## config.mk

```make
export PLATFORM = sky130hd
export DESIGN_NAME = reg_writeback
export DESIGN_NICKNAME = d
export VERILOG_FILES = /design/src/rtl/reg_writeback.sv
export SDC_FILE = /design/constraint.sdc
export NUM_CORES = 2
export LEC_CHECK = 0
export ABC_AREA = 1
export CAP_MARGIN = 20
export CORE_UTILIZATION = 45
export CTS_BUF_LIST = sky130_fd_sc_hd__clkbuf_8 sky130_fd_sc_hd__clkbuf_16
export CTS_CLUSTER_DIAMETER = 80
export DETAILED_ROUTE_END_ITERATION = 12
export GPL_ROUTABILITY_DRIVEN = 0
export GPL_TIMING_DRIVEN = 0
export HOLD_SLACK_MARGIN = 0.02
export PLACE_DENSITY_LB_ADDON = 0.05
export SYNTH_ARGS = -nofsm -noshare
export SYNTH_HDL_FRONTEND = slang
export SYNTH_SLANG_ARGS = --single-unit
```

## constraint.sdc

```tcl
create_clock -name clk -period 10.3 [get_ports clk]
set_input_delay 2.06 -clock clk [delete_from_list [all_inputs] [get_ports clk]]
set_output_delay 2.06 -clock clk [all_outputs]
set_load 0.01 [all_outputs]
```

## src/rtl/reg_writeback.sv

```systemverilog
// rtl/reg_writeback.sv - integer register file with write-through read ports, writeback echo and retire counter
// x0 has no storage; reads of index 0 always return zero.
module reg_writeback #(
  parameter int XLEN  = 32,
  parameter int CNT_W = 64
) (
  input  logic             clk,
  input  logic             rst,
  input  logic             exec_stall_next,
  input  logic             exec_exception,
  input  logic             exec_is_reg_write,
  input  logic [4:0]       exec_reg_write_sel,
  input  logic [XLEN-1:0]  exec_result,
  input  logic             read_en,
  input  logic [4:0]       rs1_sel,
  input  logic [4:0]       rs2_sel,
  output logic [XLEN-1:0]  rs1_data,
  output logic [XLEN-1:0]  rs2_data,
  output logic             wb_valid,
  output logic [4:0]       wb_sel,
  output logic [XLEN-1:0]  wb_data,
  output logic [CNT_W-1:0] retired_count
);

  logic [XLEN-1:0]  regs_q [1:31];
  logic [XLEN-1:0]  rs1_data_q, rs1_data_d;
  logic [XLEN-1:0]  rs2_data_q, rs2_data_d;
  logic             wb_valid_q, wb_valid_d;
  logic [4:0]       wb_sel_q, wb_sel_d;
  logic [XLEN-1:0]  wb_data_q, wb_data_d;
  logic [CNT_W-1:0] cnt_q, cnt_d;

  logic             commit;
  logic             write_fire;
  logic [XLEN-1:0]  rf_rd1, rf_rd2;

  assign commit     = !exec_stall_next && !exec_exception;
  assign write_fire = commit && exec_is_reg_write && (exec_reg_write_sel != 5'd0);

  // Mux-style lookup keeps index 0 from ever touching the array.
  always_comb begin
    rf_rd1 = '0;
    rf_rd2 = '0;
    for (int i = 1; i < 32; i++) begin
      if (rs1_sel == 5'(i)) rf_rd1 = regs_q[i];
      if (rs2_sel == 5'(i)) rf_rd2 = regs_q[i];
    end
  end

  always_comb begin
    rs1_data_d = rs1_data_q;
    rs2_data_d = rs2_data_q;
    wb_valid_d = write_fire;
    wb_sel_d   = wb_sel_q;
    wb_data_d  = wb_data_q;
    cnt_d      = cnt_q;
    if (read_en) begin
      // write_fire already excludes index 0, so the bypass never leaks into x0
      if (write_fire && (rs1_sel == exec_reg_write_sel)) rs1_data_d = exec_result;
      else                                              rs1_data_d = rf_rd1;
      if (write_fire && (rs2_sel == exec_reg_write_sel)) rs2_data_d = exec_result;
      else                                              rs2_data_d = rf_rd2;
    end
    if (write_fire) begin
      wb_sel_d  = exec_reg_write_sel;
      wb_data_d = exec_result;
    end
    if (commit) cnt_d = cnt_q + CNT_W'(1);
  end

  always_ff @(posedge clk) begin
    if (rst) begin
      for (int i = 1; i < 32; i++) regs_q[i] <= '0;
    end else begin
      for (int i = 1; i < 32; i++) begin
        if (write_fire && (exec_reg_write_sel == 5'(i))) regs_q[i] <= exec_result;
      end
    end
  end

  always_ff @(posedge clk) begin
    if (rst) begin
      rs1_data_q <= '0;
      rs2_data_q <= '0;
      wb_valid_q <= 1'b0;
      wb_sel_q   <= 5'd0;
      wb_data_q  <= '0;
      cnt_q      <= '0;
    end else begin
      rs1_data_q <= rs1_data_d;
      rs2_data_q <= rs2_data_d;
      wb_valid_q <= wb_valid_d;
      wb_sel_q   <= wb_sel_d;
      wb_data_q  <= wb_data_d;
      cnt_q      <= cnt_d;
    end
  end

  assign rs1_data      = rs1_data_q;
  assign rs2_data      = rs2_data_q;
  assign wb_valid      = wb_valid_q;
  assign wb_sel        = wb_sel_q;
  assign wb_data       = wb_data_q;
  assign retired_count = cnt_q;

endmodule
```

==> reports/results.tsv <==
metric	value	unit
clock.fmax	131	MHz
ir_drop	0.179	mV
grt_max_degree	30	
critical_path_arrival	8.30	ns
endpoint	rs2_data[24]	
outcome	completed	
critPathLaunchType	input pin	
nets	7567	
r2r.worst_path.cells	18	
critPathMaxStageDelay	0.89	ns
drv_slew	0	
critical-path-top-delay-family	simple AND/OR/NAND/NOR gates	
seq_area_frac_synth	0.570	
drt_first_pass_iters	9	
dpl.hpwl	193000	µm
setup_violations	0	
grt_pass1_wl	359000	µm
routed_via_density	5.88	
finalCritPeriodShare	0.742	
ys.warnings.count	0	
drc	0	
synth_top_area_share	0.513	
clock-sinks	1158	
worst-r2r-setup-slack	5.51	ns
path_clk_slew	0.06	ns
critPathBufInv	2	
rows	131	
p_per_area	168	nW/µm²
synth_edf_count	992	
die_y	361	µm
h-tree-depth	4	
layout_commonest_cell	nor2_1	
antenna_found_initial	12	
drt-initial-drc-count	8949	
total_power	11.4	mW
end_kind	flop	
place_ws	2.37	ns
drt-total-wl	259000	µm
cts-resized-gates	0	
worst-path-max-fanout	10	
grt_use_total	0.389	
crit_chain	clkdlybuf4s50_1 -> nor2_1 -> nand3_2 -> clkbuf_1 -> nor2_1 -> nor3_1 -> nand4_1 -> nor2_1 -> nand4_1 -> nor2_1 -> nand4_1 -> nor2_1 -> nand4_1 -> nor2_1 -> nand4_1 -> nor2_1 -> nand4_1 -> nand2_1 -> nand4_1 -> nand2_1 -> a21oi_1	
hold_path_class	flop to flop	
rsz0062_at_grt	no	
finalClockSkew	0.0281	ns
finalHoldViolCount	0	
postCtsHoldBufs	0	
slowest_stage	clkdlybuf4s50_1	
cp_num_cells	21	
clock-root-buffer	clkbuf_16	
syn_nets	7165	
final_area	67900	µm²
synth-seq-cells	1158	
avgSynthCellArea	8.17	µm²
yosysUniqueCellTypes	43	
period_minus_slack	7.64	ns
cts_buffers	135	
core	128000	µm²
final.fill_count	11926	
critical_path_required	10.96	ns
tns	0	ns
final_cell_mix	1932 x nor2_1, 1540 x nand2_1, 992 x edfxtp_1	
io_pins	219	
clockBufferDepth	3	
chipWidth	361	µm
leakagePower	26.4	nW
regToRegStartpoint	regs_q[0][120]	
gr-total-overflow	0	
place_area	63500	µm²
drv_cap	0	
setup_slack	2.66	ns
finalCoreUtilization	0.531	
area_growth_syn_to_layout	16.9	%
io_buffers	213	
syn_area	58100	µm²
wl_per_cell	27.9	µm
cts_setup_buffers	0	
relSlewSlack	0.156	
ys_async_sr_fraction	0	
clk_latency	0.78	ns
synth_flop_cell	edfxtp_1	
ant_nets	0	
r2r_end	rs2_data[24]	
dieArea	131000	µm²
critPathKind	input pin to flop	
vias	54580	
worst_pin_slew	1.27	ns
yosysTopAreaCell	edfxtp_1	
final_layout_size_suffix_gt1_frac	0.0478	
tritoncts	done	
grt_pass1_vias	49532	
synth_area_leaders	edfxtp_1 51%, nor2_1 12%, nand2_1 9.9%, dfxtp_1 5.7%, nand4_1 4.8%	
syn_inst	7111	
crit_start	rs2_sel[0]	
start_util	0.455	
per-stage QoR:
stage,hold slack (ns),std cells
after floorplan,0.490,7111
after global placement,0.463,8986
after detailed placement,0.463,9029
after CTS,0.478,9268
after global routing,0.487,9280
final,0.479,9287
power breakdown:
group | internal (mW) | switching, mW | leakage (nW)
sequential | 5.32 | 0.123 | 10.8
clock | 2.69 | 2.02 | 2.22
combinational | 0.291 | 0.983 | 13.4
sequential cells by signal, indices dropped and copies added, names as in the netlist:
| register | flops |
|---|---|
| regs_q | 992 |
| retired_count | 64 |
| rs1_data | 32 |
| rs2_data | 32 |
| wb_data | 32 |
| wb_sel | 5 |
| wb_valid | 1 |
per-layer routing:
layer / GRT usage / up-vias / routed length, µm / share of wire
met4: 0.214 / 8 / 15900 / 0.061
met3: 0.119 / 672 / 36800 / 0.14
met5: 0.00629 / - / 250 / 0.00096
li1: - / 23931 / - / -
met1: 0.519 / 25973 / 98200 / 0.38
met2: 0.561 / 3996 / 108000 / 0.42
logic make-up (layout without fill, tap and decap cells):
kind of cell | count (synthesis) | count (layout) | share of synthesized area
and+or+nand+nor | 4230 | 4230 | 0.304
buffers and inverters | 1172 | 1676 | 0.0763
xor gates and xnor gates | 29 | 29 | 0.00437
other | 0 | 10 | 0
adders and majority gates | 1 | 1 | 0.000215
DFF | 1158 | 1158 | 0.570
AOI/OAI and AO/OA | 521 | 521 | 0.0450
layout make-up:
class / count / area (µm²) / area share
clock buffers: 152 / 3690 / 0.0543
flip-flops and latches: 1158 / 33100 / 0.488
plain buffers: 428 / 1640 / 0.0242
clock inverters: 87 / 528 / 0.00777
multi-input cells: 4781 / 20900 / 0.308
diodes: 10 / 25.0 / 0.000368
well taps: 1662 / 2080 / 0.0306
repair buffers: 265 / 3130 / 0.0460
inverters: 744 / 2790 / 0.0411
worst min path at each step:
stage,slack (ns),start,cells past startpoint,end
2_1_floorplan,0.49,rs1_data[20],2,rs1_data[20]
3_5_place_dp,0.46,rs1_data[25],2,rs1_data[25]
4_1_cts,0.48,rs1_data[20],2,rs1_data[20]
3_3_place_gp,0.46,rs1_data[8],2,rs1_data[8]
6_report,0.48,rs1_data[20],2,rs1_data[20]
5_1_grt,0.49,rs1_data[20],2,rs1_data[20]
synthesized netlist by cell type, drive strengths merged, types with 2 or more instances:
cell type,count
nor3b,8
xnor2,7
nand3,121
nor4,37
nand2,1543
a21oi,241
nor2,1944
nor3,97
o21ai,277
and3,2
clkbuf,398
or2,29
xor2,22
edfxtp,992
nand4,445
clkinv,33
dfxtp,166
inv,711
buf,30
o21a,2
nand3b,2
worst register-to-register path, stage by stage (launching register included):
cell	delay (ns)
edfxtp_1	0.42
inv_1	0.07
nor2_1	0.04
nor3_1	0.78
nand4_1	0.21
nor2_1	0.51
nand4_1	0.16
nor2_1	0.34
nand4_1	0.22
nor2_1	0.21
nand4_1	0.14
nor2_1	0.42
nand4_1	0.20
nor2_1	0.19
nand4_1	0.12
nand2_1	0.14
nand4_1	0.19
nand2_1	0.22
a21oi_1	0.10
Power figures use the tool's default switching activity.
